File: config.mk
export PLATFORM = sky130hd
export DESIGN_NAME = bram_stream_reader
export DESIGN_NICKNAME = d
export VERILOG_FILES = /design/src/rtl/bram_stream_reader.sv
export SDC_FILE = /design/constraint.sdc
export NUM_CORES = 1
export LEC_CHECK = 0
export CAP_MARGIN = 25
export CORE_MARGIN = 2
export CORE_UTILIZATION = 55
export DETAILED_ROUTE_END_ITERATION = 7
export GPL_TIMING_DRIVEN = 0
export PLACE_DENSITY = 0.82
export SLEW_MARGIN = 20
export SYNTH_ARGS = -nofsm -noshare
export SYNTH_HDL_FRONTEND = slang
export SYNTH_SLANG_ARGS = --single-unit
File: constraint.sdc
create_clock -name clk -period 9.8 [get_ports clk]
set_input_delay 1.47 -clock clk [delete_from_list [all_inputs] [get_ports clk]]
set_output_delay 1.47 -clock clk [all_outputs]
set_load 0.02 [all_outputs]
File: src/rtl/bram_stream_reader.sv
// Streams LENGTH words from a 1-cycle-latency BRAM port as AXI-Stream; first beat 3 cycles after start.
// Full tready backpressure: a 2-entry skid buffer plus at most one in-flight read, never overrun.
module bram_stream_reader #(
   parameter int DATA_WIDTH = 32,
   parameter int ADDR_WIDTH = 16,
   parameter int LEN_WIDTH  = ADDR_WIDTH + 1
) (
   input  logic                  clk,
   input  logic                  rstn,
   input  logic                  start,
   input  logic [ADDR_WIDTH-1:0] start_addr,
   input  logic [LEN_WIDTH-1:0]  length,
   output logic                  busy,
   output logic                  done,
   output logic                  bram_rden,
   output logic [ADDR_WIDTH-1:0] bram_addr,
   input  logic [DATA_WIDTH-1:0] bram_dout,
   output logic [DATA_WIDTH-1:0] m_axis_tdata,
   output logic                  m_axis_tvalid,
   input  logic                  m_axis_tready,
   output logic                  m_axis_tlast
);

   typedef enum logic [1:0] {
      S_IDLE = 2'd0,
      S_RUN  = 2'd1,
      S_DONE = 2'd2
   } state_t;

   state_t                r_state;
   state_t                w_state_nxt;
   logic [ADDR_WIDTH-1:0] r_next_addr;
   logic [ADDR_WIDTH-1:0] r_last_addr;
   logic [LEN_WIDTH-1:0]  r_len;
   logic [LEN_WIDTH-1:0]  r_issued;
   logic                  r_inflight;
   logic                  r_inflight_last;
   logic                  r_b0_vld;
   logic                  r_b0_last;
   logic [DATA_WIDTH-1:0] r_b0_dat;
   logic                  r_b1_vld;
   logic                  r_b1_last;
   logic [DATA_WIDTH-1:0] r_b1_dat;

   logic                  w_pop;
   logic                  w_push;
   logic                  w_issue;
   logic                  w_issue_last;
   logic                  w_room;
   logic [1:0]            w_occ;

   assign w_pop        = r_b0_vld & m_axis_tready;
   assign w_push       = r_inflight;
   // Counting this cycle's pop as free space is what sustains one word per clock.
   assign w_occ        = {1'b0, r_b0_vld} + {1'b0, r_b1_vld} + {1'b0, r_inflight} - {1'b0, w_pop};
   assign w_room       = (w_occ < 2'd2);
   assign w_issue_last = (r_issued == (r_len - LEN_WIDTH'(1)));

   always_comb begin
      w_state_nxt = r_state;
      w_issue     = 1'b0;
      case (r_state)
         S_IDLE: begin
            if (start) begin
               w_state_nxt = (length == '0) ? S_DONE : S_RUN;
            end
         end
         S_RUN: begin
            w_issue = (r_issued < r_len) && w_room;
            if (w_pop && r_b0_last) begin
               w_state_nxt = S_DONE;
            end
         end
         S_DONE: begin
            w_state_nxt = S_IDLE;
         end
         default: begin
            w_state_nxt = S_IDLE;
         end
      endcase
   end

   always_ff @(posedge clk or negedge rstn) begin
      if (!rstn) begin
         r_state <= S_IDLE;
      end else begin
         r_state <= w_state_nxt;
      end
   end

   always_ff @(posedge clk or negedge rstn) begin
      if (!rstn) begin
         r_next_addr     <= '0;
         r_last_addr     <= '0;
         r_len           <= '0;
         r_issued        <= '0;
         r_inflight      <= 1'b0;
         r_inflight_last <= 1'b0;
      end else begin
         r_inflight <= w_issue;
         if (w_issue) begin
            r_inflight_last <= w_issue_last;
            r_issued        <= r_issued + LEN_WIDTH'(1);
            r_last_addr     <= r_next_addr;
            r_next_addr     <= r_next_addr + ADDR_WIDTH'(1);
         end
         if ((r_state == S_IDLE) && start && (length != '0)) begin
            r_len       <= length;
            r_issued    <= '0;
            r_next_addr <= start_addr;
         end
      end
   end

   // Two-entry shift buffer: entry 0 is always the head so the stream outputs come straight from flops.
   always_ff @(posedge clk or negedge rstn) begin
      if (!rstn) begin
         r_b0_vld  <= 1'b0;
         r_b0_last <= 1'b0;
         r_b0_dat  <= '0;
         r_b1_vld  <= 1'b0;
         r_b1_last <= 1'b0;
         r_b1_dat  <= '0;
      end else if (w_pop) begin
         if (r_b1_vld) begin
            r_b0_vld  <= 1'b1;
            r_b0_last <= r_b1_last;
            r_b0_dat  <= r_b1_dat;
            if (w_push) begin
               r_b1_last <= r_inflight_last;
               r_b1_dat  <= bram_dout;
            end else begin
               r_b1_vld <= 1'b0;
            end
         end else if (w_push) begin
            r_b0_last <= r_inflight_last;
            r_b0_dat  <= bram_dout;
         end else begin
            r_b0_vld <= 1'b0;
         end
      end else if (w_push) begin
         if (!r_b0_vld) begin
            r_b0_vld  <= 1'b1;
            r_b0_last <= r_inflight_last;
            r_b0_dat  <= bram_dout;
         end else begin
            r_b1_vld  <= 1'b1;
            r_b1_last <= r_inflight_last;
            r_b1_dat  <= bram_dout;
         end
      end
   end

   assign busy          = (r_state == S_RUN);
   assign done          = (r_state == S_DONE);
   assign bram_rden     = w_issue;
   assign bram_addr     = w_issue ? r_next_addr : r_last_addr;
   assign m_axis_tdata  = r_b0_dat;
   assign m_axis_tvalid = r_b0_vld;
   assign m_axis_tlast  = r_b0_last;

endmodule

After elaboration in Yosys (flattened, before gate mapping)
Index checks and enable logic that the tools add are counted.

Register bits: 138. Input bits: 69. Output and inout port bits: 53. Word-level logic and storage cells: 84.

Add/subtract/negate cells: 6. Order comparisons: 2. Equality and inequality tests: 9. Mux-type cells: 37. Bitwise operators: 1. Reductions and logical operators: 16.

Operators by type and width (count): 32-bit 2-to-1 mux (9); 16-bit 2-to-1 mux (3); 17-bit 2-to-1 mux (2); 1-bit 2-to-1 mux (19); 17-bit by 1-bit adder with 17-bit output, second input constant (1); 17-bit equality test (1); 17-bit logical NOT (1); 17-bit < comparator (1); 17-bit nonzero test (1); 17-bit by 1-bit subtractor with 17-bit output, second input constant (1); 16-bit by 1-bit adder with 16-bit output, second input constant (1); 2-bit nonzero test (4); 2-bit 2-to-1 mux (3); 2-bit inequality test, second input constant (3); 2-bit AND reduction (3); 1-bit logical AND (4); 2-bit by 1-bit inequality test with 1-bit output, second input constant (2); 2-bit one-hot mux with 2 select lines (1); 4-bit AND reduction (1); 3-bit inequality test, second input constant (1); 3-bit AND reduction (1); 1-bit by 1-bit adder with 2-bit output (1); 2-bit by 1-bit adder with 2-bit output (1); 2-bit by 1-bit equality test with 1-bit output, second input constant (1); other kinds (5) (5).

Depth between registers and ports, before layout
Gate-level depths: netlist of the first run.

Depth in word-level cells: 8. Gate-level depth with buffers: 12. Mapped depth without buffers: 10.

Least setup slack after synthesis of the first run
OpenSTA, ideal clock, no wires.

Kind: input -> output. From: in m_axis_tready. To: out bram_addr[7]. Arrival: 3.956 ns. Required time: 8.330 ns. Path slack: 4.374 ns. Stages: 12. Buffers on the path: 2. Cell sequence: nand2_1 -> ha_1 -> ha_1 -> a21oi_2 -> xnor2_1 -> or3_1 -> or4_4 -> inv_1 -> buf_2 -> buf_2 -> nand2_1 -> nand2_1.

Longest elaborated chain between the ends: 6.

Ends and longest elaborated chain: start: declaration (line 20) `input logic m_axis_tready,`; 1-bit AND (line 52) `assign w_pop = r_b0_vld & m_axis_tready;`; 2-bit by 1-bit subtractor with 2-bit output (line 55) `assign w_occ = {1'b0, r_b0_vld} + {1'b0, r_b1_vld} + {1'b0, r_inflight} - {1'b0, w_pop};`; 2-bit < comparator (line 56) `assign w_room = (w_occ < 2'd2);`; 1-bit logical AND (line 69) `w_issue = (r_issued < r_len) && w_room;`; 1-bit 2-to-1 mux (line 62) `case (r_state)`; net bram_rden (line 15) `output logic bram_rden,`; 16-bit 2-to-1 mux; end: declaration (line 16) `output logic [ADDR_WIDTH-1:0] bram_addr,`.

The timed path passes the listed nets, and every way through them passes these cells.

Worst setup path after layout of the first run
From: in m_axis_tready. To: out bram_addr[12].

Longest elaborated chain between the ends: 6.

Ends and longest elaborated chain (line): 1-bit AND (52); 2-bit by 1-bit subtractor with 2-bit output (55); 2-bit < comparator (56); 1-bit logical AND (69); 1-bit 2-to-1 mux (62); 16-bit 2-to-1 mux.

No other way between the ends.

==> results of run 1 <==
tightest hold or removal path, stage by stage (launching register included):
cell and delay, ns:
dfrtp_1 0.32, nand2_1 0.04, nand2_1 0.07
worst paths after layout:
path                                      from               to  cells after the start  slack (ns)
worst max-delay path             m_axis_tready    bram_addr[12]                     14        2.92
worst min-delay path            r_last_addr[7]   r_last_addr[7]                      2        0.48
worst max register to register   m_axis_tvalid  r_last_addr[10]                     12        6.47
worst min register to register  r_last_addr[7]   r_last_addr[7]                      2        0.48
max in group asynchronous                 rstn  r_next_addr[12]                      2        8.10
min in group asynchronous                 rstn         r_len[8]                      1        0.95
Yosys cell counts, types with 8 or more instances:
cell type  instances
nand4_1           15
or4_1             15
a21oi_1           60
nor4_1             8
nand3_1           19
ha_1              23
nor2_1            57
nand2_1           84
dfrtp_1          138
o31ai_1           14
clkbuf_1          27
inv_1             34
xnor2_1           17
mux2i_1           39
mux2_2            35
o21ai_0           37
through the flow:
| step | std cells | total power (uW) | setup WS, ns | area, um^2 |
|---|---|---|---|---|
| 4_1_cts | 1039 | 3320 | 2.93 | 9080 |
| 3_5_place_dp | 1007 | 2660 | 2.97 | 8490 |
| 2_1_floorplan | 713 | 2010 | 4.37 | 7030 |
| 5_1_grt | 1039 | 3530 | 2.74 | 9080 |
| 6_report | 1039 | 3330 | 2.92 | 9080 |
| 3_3_place_gp | 1006 | 2590 | 1.92 | 8460 |
state kept, by name, indices dropped and copies added, names as in the netlist:
signal,count
m_axis_tdata,32
m_axis_tlast,1
m_axis_tvalid,1
r_b1_dat,32
r_b1_last,1
r_b1_vld,1
r_inflight,1
r_inflight_last,1
r_issued,17
r_last_addr,16
r_len,17
r_next_addr,16
r_state,2
power by group:
group	switching, uW	internal, uW
Combinational	950	709
Sequential	195	829
Clock	266	379
Total	1410	1920
cell type report:
| type | count | share of cell area |
|---|---|---|
| Clock inverter | 15 | 0.0183 |
| Sequential cell | 138 | 0.380 |
| Timing Repair Buffer | 122 | 0.137 |
| Clock buffer | 17 | 0.0468 |
| Multi-Input combinational cell | 506 | 0.364 |
| Buffer | 35 | 0.0164 |
| Tap cell | 172 | 0.0237 |
| Inverter | 34 | 0.0140 |
logic make-up after synthesis:
| family | synth area share |
|---|---|
| compound gates | 0.124 |
| simple gates | 0.165 |
| flops | 0.491 |
| xor+xnor | 0.0286 |
| fa+ha+maj | 0.0409 |
| buf+inv | 0.0393 |
| mux | 0.112 |
layer usage:
metal / wire length, um / vias up
li1: - / 2827
met1: 8130 / 3029
met2: 9070 / 271
met3: 1410 / 38
met4: 362 / 0
met5: 0 / -
==> metrics.md, run 1 <==
| Metric | Value |
|---|---|
| Result of the run | `finished, final reports clean` |
| Slew headroom | `0.431` |
| Port buffer count | `121` |
| Final worst-path cycle share | `0.702` |
| CP dominant cell by count | `nand2_1` |
| CP Class | `primary input to primary output` |
| Max-cap check violation count | `0` |
| Crit path max fanout | `11` |
| Highest Clock Rate | `145 MHz` |
| CP max-delay cell | `clkdlybuf4s50_1` |
| Yosys reg bits | `138` |
| Setup Buffers After CTS | `0` |
| Max Root-Sink Buffers | `2` |
| Root Buffer | `clkbuf_16` |
| CP top delay family | `buffers and inverters` |
| Post-route minimum period | `around 6.9 ns` |
| Multi-input gate area | `~3300 um^2` |
| FILL cells | `899` |
| Met2 usage | `0.461` |
| Met1 Track Usage GR | `0.377` |
| Final wirelength | `between 15,000 and 20,000 um` |
| First-pass GRT wire length | `30,000 um` |
| P_leak | `between 0.003 and 0.004 uW` |
| Post-synth EDFFs | `0` |
| Grt ovf | `0` |
| Initial DRT Pass Iterations | `5` |
| Initial Utilization | `0.560` |
| Antenna-violating nets left | `0` |
| Most frequent cells in the layout | `138 x dfrtp_1, 120 x clkdlybuf4s50_1, 84 x nand2_1` |
| Commonest non-fill, non-tap cell in the layout | `dfrtp_1` |
| Maximum VDD drop | `between 0.2 and 0.3 mV` |
| Hold_buf cts | `0` |
| Final hold slack | `0.476 ns` |
| Core footprint | `12,600 um^2` |
| Crit path capture type | `primary output` |
| Synth area leaders | `dfrtp_1 49%, mux2_2 5.6%, mux2i_1 5.5%` |
| Most used DFF post-synth | `dfrtp_1` |
| Syn nets | `805` |
| CTS Sinks | `about 140` |
| Clock Latency Late Sink | `~0.43 ns` |
| Vias in the first global route | `6,215` |
| Area leader, netlist | `dfrtp_1` |
| Seq. cell area | `3450 um^2` |
| GRT Max-Usage Layer | `met2` |
| Worst-path cell chain | `clkdlybuf4s50_1 > nand2_1 > ha_1 > ha_1 > a21oi_2 > xnor2_1 > or3_1 > or4_4 > inv_1 > buf_2 > buf_2 > nand2_1 > nand2_1 > clkdlybuf4s50_1` |
| Worst Path Buf+Inv | `5` |
| Drt drc | `0` |
| Post-synth top area share | `0.491` |
| Mapped Cells | `713` |
| Worst-path clk slew | `0.06 ns` |
| Worst-Margin Slew | `between 0.8 and 0.9 ns` |
| # setup viols final | `0` |
| Avg Vias per Cell | `5.93` |
| Unrepaired setup endpoints after global routing | `no` |
| Layout cell share with drive strength beyond 1 | `0.0946` |
| Row cnt | `41` |
| Crit path DAT | `about 5.4 ns` |
| Final Max Tran Viols | `0` |
| CTS tree | `built` |
| Initial antenna violation count | `0` |
| Area growth syn-to-layout | `29.2%` |
| PostCTS Resize Cnt | `0` |
| Setup TNS | `0 ns` |
| Diode count | `0` |
| DR iter-0 viols | `612` |
| Per-cell routed wire length | `18.3 um` |
| Placer Congestion | `between 0.8 and 0.9` |
| Max incr delay on CP | `approximately 0.61 ns` |
| DR vias | `6,165` |
| All-layer global routing usage | `0.285` |
| Synth Cell Area | `7030 um^2` |
| Die area | `13,700 um^2` |
| Async set-or-reset flop fraction in the synthesized netlist | `1.00` |
| Worst Hold Class | `flip-flop to flip-flop` |
| Die Y | `117 um` |
| Number of library cell types mapped by synthesis | `52` |
| Yosys Warn Count | `0` |
| Avg Cell Area, Syn | `9.87 um^2` |
| Nets | `946` |
| CTS H-tree lvls | `4` |
| Total CTS buffers | `17` |
| Die Wd | `117 um` |
| Worst path required time | `8.33 ns` |
| Sequential area share after synthesis | `0.491` |
| Util after Layout | `0.723` |
| CP Launch Type | `primary input` |
| Routing usage on met3 | `0.0602` |
| Pin count of the biggest net entering global routing | `90` |
| Pwr Density | `366 nW/um^2` |
| Hpwl dp | `13,500 um` |
| Ports | `122` |
| Clk_skew | `0.00850 ns` |
| Final Hold Viols | `0` |
No activity file was read; power rests on OpenSTA's default activity.
==> run 2, diff against run 1 <==
Settings changed: CORE_UTILIZATION 55 to 53, PLACE_DENSITY 0.82 to 0.79.
Clock period 9.8 ns to 7 ns, I/O delays scaled along.
==> run 2 against run 1 <==
  * Critical path depth unchanged
  * Setup slack lost 2.0 ns
  * Critical endpoint is now bram_addr[13]
  * Register-to-register slack worse by 2.8 ns
  * Wire length is 3.3% lower
  * Power is 42% higher
  * Largest power group unchanged
  * Global-route usage shrank 1.7 points
==> metrics.md, run 2 (synthesized netlist as in run 1, its figures left out) <==
| Metric | Value |
|---|---|
| Result of the run | `finished, final reports clean` |
| Worst-Margin Slew | `0.756 ns (-0.0934 ns)` |
| Port buffer count | `121 (unchanged)` |
| Ports | `122 (unchanged)` |
| Initial DRT Pass Iterations | `5 (unchanged)` |
| Row cnt | `42 (+2.4%)` |
| Die Wd | `119 um (+1.8%)` |
| Worst Hold Class | `flip-flop to flip-flop` |
| Post-route minimum period | `6.03 ns` |
| Critical Path Start | `m_axis_tready` |
| FF-to-FF Start | `m_axis_tvalid` |
| Hold_buf cts | `0 (unchanged)` |
| Crit path DAT | `4.98 ns (-0.43 ns)` |
| Per-cell routed wire length | `17.6 um (-3.7%)` |
| FILL cells | `922 (+2.6%)` |
| Max-cap check violation count | `0 (unchanged)` |
| Avg Vias per Cell | `5.79 (-2.3%)` |
| First-pass GRT wire length | `30,000 um (about the same)` |
| Diode count | `0 (unchanged)` |
| CTS tree | `built` |
| Highest Clock Rate | `166 MHz` |
| Finished Cell Area | `9170 um^2 (+0.88%)` |
| Grt ovf | `0 (unchanged)` |
| Total CTS buffers | `17 (unchanged)` |
| CP Launch Type | `primary input` |
| Layout cell share with drive strength beyond 1 | `0.0934 (-0.00115)` |
| # setup viols final | `0 (unchanged)` |
| Clk_skew | `0.00964 ns (+0.00114 ns)` |
| Crit path capture type | `primary output` |
| Drt drc | `0 (unchanged)` |
| All-layer global routing usage | `0.268 (-0.0166)` |
| Non-filler cells, final | `1,043 (+0.38%)` |
| CP Class | `primary input to primary output` |
| P_leak | `0.00404 uW (+1.2%)` |
| Placed cells | `1,011 (+0.40%)` |
| Maximum VDD drop | `0.465 mV (+58%)` |
| Pwr Density | `517 nW/um^2 (+41%)` |
| CTS Sinks | `138 (unchanged)` |
| Area growth syn-to-layout | `30.3%` |
| Pin count of the biggest net entering global routing | `94 (+4.4%)` |
| Nets | `946 (unchanged)` |
| CTS H-tree lvls | `4 (unchanged)` |
| Die area | `14,200 um^2 (+3.6%)` |
| Slew headroom | `0.496 (+0.0648)` |
| Final Max Tran Viols | `0 (unchanged)` |
| Worst Setup EP | `bram_addr[13]` |
| Clock Latency Late Sink | `0.43 ns (about the same)` |
| Worst r2r dst | `r_last_addr[13]` |
| Setup Buffers After CTS | `0 (unchanged)` |
| Final Hold Viols | `0 (unchanged)` |
| Final wirelength | `18,400 um (-3.3%)` |
| Core footprint | `13,100 um^2 (+4.1%)` |
| Unrepaired setup endpoints after global routing | `no` |
| Worst-path clk slew | `0.06 ns (about the same)` |
| PostCTS Resize Cnt | `0 (unchanged)` |
| Root Buffer | `clkbuf_16` |
| Die Y | `119 um (+1.8%)` |
| Antenna-violating nets left | `0 (unchanged)` |
| Initial antenna violation count | `0 (unchanged)` |
| DR vias | `6,044 (-2.0%)` |
| Worst Reg-to-Reg Cells | `12 (unchanged)` |
| Max Root-Sink Buffers | `2 (unchanged)` |
| Setup slack, reg-to-reg | `3.71 ns (-2.76 ns)` |
| Placer Congestion | `0.880 (+0.69%)` |
| Crit path max fanout | `11 (unchanged)` |
| DR iter-0 viols | `506 (-17%)` |
| Hpwl dp | `13,200 um (-1.9%)` |
| Initial Utilization | `0.538 (-0.0221)` |
| Worst path required time | `5.95 ns (-2.38 ns)` |
| Final worst-path cycle share | `0.862` |
| Most frequent cells in the layout | `138 x dfrtp_1, 120 x clkdlybuf4s50_1, 84 x nand2_1` |
| Vias in the first global route | `6,082 (-2.1%)` |
| Commonest non-fill, non-tap cell in the layout | `dfrtp_1` |
| Area post-placement | `8500 um^2 (about the same)` |
==> run 2: worst min path at each step <==
stage | startpoint | endpoint | slack, ns | cells after the start
5_1_grt | r_state[1] | r_state[1] | 0.50 | 1
3_5_place_dp | r_last_addr[1] | r_last_addr[1] | 0.46 | 2
4_1_cts | r_last_addr[1] | r_last_addr[1] | 0.48 | 2
2_1_floorplan | r_state[1] | r_state[1] | 0.43 | 1
6_report | r_last_addr[10] | r_last_addr[10] | 0.48 | 2
3_3_place_gp | r_state[1] | r_state[1] | 0.45 | 1
==> run 2: layout make-up <==
type,count,area [um^2],share of cell area
flip-flops and latches,138,3450,0.377
plain buffers,35,149,0.0162
multi-input cells,506,3300,0.361
clock inverters,12,210,0.0229
well taps,176,220,0.0240
inverters,34,128,0.0139
clock buffers,20,457,0.0498
repair buffers,122,1240,0.136
==> run 2: power breakdown <==
part,leakage (uW),internal (uW),switching [uW]
sequential,0.00165,1160,266
clock,0.000328,657,348
combinational,0.00206,993,1320
total,0.00404,2810,1930
==> run 2: routing by layer <==
metal  share of wire  routed length [um]  global-route usage  up-vias
met5               0                   0                   0        -
met4           0.021                 378               0.101        0
met3           0.066                1220              0.0570       37
met2            0.48                8820               0.435      236
met1            0.43                7930               0.355     2936
li1                -                   -                   -     2835
==> run 2: per-stage QoR <==
| step | setup slack [ns] | total power, uW | util | hold WS [ns] | setup TNS (ns) |
|---|---|---|---|---|---|
| 2_1_floorplan | 2.41 | 2820 | - | 0.427 | 0 |
| 3_3_place_gp | -0.473 | 3630 | 0.647 | 0.447 | -63.93 |
| 3_5_place_dp | 1.01 | 3720 | 0.649 | 0.463 | 0 |
| 4_1_cts | 0.990 | 4750 | 0.700 | 0.478 | 0 |
| 5_1_grt | 0.807 | 5040 | 0.700 | 0.499 | 0 |
| 6_report | 0.966 | 4740 | 0.700 | 0.475 | 0 |
==> run 2: critical path, stage by stage <==
cell and delay, ns:
clkdlybuf4s50_1 0.55, nand2_1 0.10, ha_1 0.29, ha_1 0.30, a21oi_2 0.14, xnor2_1 0.08
or3_1 0.31, or4_4 0.53, inv_1 0.22, buf_2 0.30, buf_2 0.29, nand2_1 0.09
nand2_1 0.10, clkdlybuf4s50_1 0.62
==> run 3, diff against run 2 <==
Settings changed: RECOVER_POWER set to 100.
==> run 3 against run 2 <==
  * The run now ends with max-capacitance violations, max-slew violations left
  * Sequential power about the same
  * Cell count unchanged
  * Design area is 0.59% lower
==> metrics.md, run 3 (synthesized netlist as in run 1, its figures left out) <==
| Metric | Value |
|---|---|
| Hold_buf cts | `0 (unchanged)` |
| CTS Sinks | `138 (unchanged)` |
| Final wirelength | `18,200 um (-0.60%)` |
| Setup TNS | `0 ns (unchanged)` |
| Worst path required time | `5.95 ns (about the same)` |
| Initial DRT Pass Iterations | `5 (unchanged)` |
| Area post-placement | `8500 um^2 (unchanged)` |
| Post-route minimum period | `6.37 ns (+0.336 ns)` |
| Ports | `122 (unchanged)` |
| Pwr Density | `506 nW/um^2 (-2.1%)` |
| Final worst-path cycle share | `0.910 (+0.0480)` |
| Non-filler cells, final | `1,043 (unchanged)` |
| Max-cap check violation count | `2 (+2)` |
| Crit path DAT | `5.32 ns (+0.34 ns)` |
| Final Hold Viols | `0 (unchanged)` |
| CTS tree | `built` |
| PostCTS Resize Cnt | `0 (unchanged)` |
| Port buffer count | `121 (unchanged)` |
| First-pass GRT wire length | `30,000 um (unchanged)` |
| Design Power | `4610 uW (-2.7%)` |
| Final Max Tran Viols | `141 (+141)` |
| Grt ovf | `0 (unchanged)` |
| Maximum VDD drop | `0.438 mV (-5.8%)` |
| Core footprint | `13,100 um^2 (unchanged)` |
| CP dominant cell by count | `nand2_1` |
| P_leak | `0.00402 uW (-0.56%)` |
| Finished Cell Area | `9110 um^2 (-0.59%)` |
| Hold Path Stages | `2 (unchanged)` |
| Hpwl dp | `13,200 um (unchanged)` |
| CP Launch Type | `primary input` |
| Diode count | `0 (unchanged)` |
| Avg Vias per Cell | `5.76 (-0.53%)` |
| Worst Reg-to-Reg Cells | `12 (unchanged)` |
| CP Class | `primary input to primary output` |
| Worst-Margin Slew | `2.54 ns (+1.78 ns)` |
| # setup viols final | `0 (unchanged)` |
| Setup slack after layout | `0.630 ns (-0.336 ns)` |
| CP top delay family | `buffers and inverters` |
| WL met2 | `8770 um (-0.60%)` |
| Slew headroom | `-0.692 (-1.19)` |
| Root Buffer | `clkbuf_16` |
| Layout cell share with drive strength beyond 1 | `0.0877 (-0.00577)` |
| Setup slack, reg-to-reg | `3.54 ns (-0.17 ns)` |
| Initial antenna violation count | `0 (unchanged)` |
| Clock Latency Late Sink | `0.42 ns (about the same)` |
| Per-cell routed wire length | `17.5 um (-0.60%)` |
| Result of the run | `finished, violations left` |
| Clk_skew | `0.00965 ns (+0.0000134 ns)` |
| Die area | `14,200 um^2 (unchanged)` |
| CTS H-tree lvls | `4 (unchanged)` |
| Worst-path cell chain | `dlygate4sd3_1 > nand2_1 > ha_1 > ha_1 > a21oi_1 > xnor2_1 > or3_1 > or4_4 > inv_1 > clkbuf_1 > buf_2 > nand2_1 > nand2_1 > dlygate4sd3_1` |
| DRT met1 WL | `7820 um (-1.4%)` |
| Die Wd | `119 um (unchanged)` |
| Worst Hold Class | `flip-flop to flip-flop` |
| Max Root-Sink Buffers | `2 (unchanged)` |
| Initial Utilization | `0.538 (unchanged)` |
| Row cnt | `42 (unchanged)` |
| Antenna-violating nets left | `0 (unchanged)` |
| Drt drc | `0 (unchanged)` |
| Vias in the first global route | `6,082 (unchanged)` |
| Worst Path Buf+Inv | `5 (unchanged)` |
| DR iter-0 viols | `503 (-0.59%)` |
| Most frequent cells in the layout | `138 x dfrtp_1, 84 x nand2_1, 65 x clkdlybuf4s50_1` |
| Total CTS buffers | `17 (unchanged)` |
| Crit path capture type | `primary output` |
| Placed cells | `1,011 (unchanged)` |
| Unrepaired setup endpoints after global routing | `no` |
| Nets | `946 (unchanged)` |
| Pin count of the biggest net entering global routing | `94 (unchanged)` |
| CP max-delay cell | `dlygate4sd3_1` |
| All-layer global routing usage | `0.268 (unchanged)` |
| Setup Buffers After CTS | `0 (unchanged)` |
| Worst-path clk slew | `0.06 ns (about the same)` |
| Failing checks | `max-capacitance violations, max-slew violations` |
| Max incr delay on CP | `0.69 ns (+0.07 ns)` |
| Die Y | `119 um (unchanged)` |
| Highest Clock Rate | `157 MHz (-5.3%)` |
| Critical path depth | `14 (unchanged)` |
| Uppermost layer routed | `met4` |
| Setup WS pre-CTS | `1.01 ns (unchanged)` |
| Met3 WL | `1240 um (+2.3%)` |
| Area growth syn-to-layout | `29.5%` |
| Crit path max fanout | `11 (unchanged)` |
| Commonest non-fill, non-tap cell in the layout | `dfrtp_1` |
| Placer Congestion | `0.880 (unchanged)` |
| DR vias | `6,012 (-0.53%)` |
==> run 3: final timing paths <==
| check | from | end |
|---|---|---|
| worst max-delay path | m_axis_tready | bram_addr[13] |
| worst min-delay path | r_last_addr[10] | r_last_addr[10] |
| worst max register to register | m_axis_tvalid | r_last_addr[13] |
| worst min register to register | r_last_addr[10] | r_last_addr[10] |
| max in group asynchronous | rstn | r_b1_dat[24] |
| min in group asynchronous | rstn | r_len[7] |
==> run 3: layout make-up <==
type	count	area (um^2)
fill	930	3970
sequential	138	3450
multi-input combinational	506	3300
timing repair buffer	122	1210
clock buffer	20	457
tap	176	220
clock inverter	12	210
buffer	35	133
inverter	34	128
==> run 3: metrics by stage <==
stage	hold WS [ns]	utilization
global placement	0.447	0.647
CTS	0.478	0.700
global route	0.499	0.696
finish	0.469	0.696
detailed placement	0.463	0.649
floorplan	0.427	-
==> run 3: worst min-delay path: stages, from the launching register on <==
cell and delay (ns):
dfrtp_1 0.32, nand2_1 0.04, nand2_1 0.07
==> run 3: report_power, final <==
part           switching [uW]  internal, uW  total, uW
registers                 261          1160       1420
clock network             346           657       1000
logic                    1300           887       2190
total                    1910          2710       4610
==> run 3: metal layers <==
metal,GRT usage,vias up
li1,-,2828
met1,0.355,2916
met2,0.435,233
met3,0.0570,35
met4,0.101,0
met5,0,-
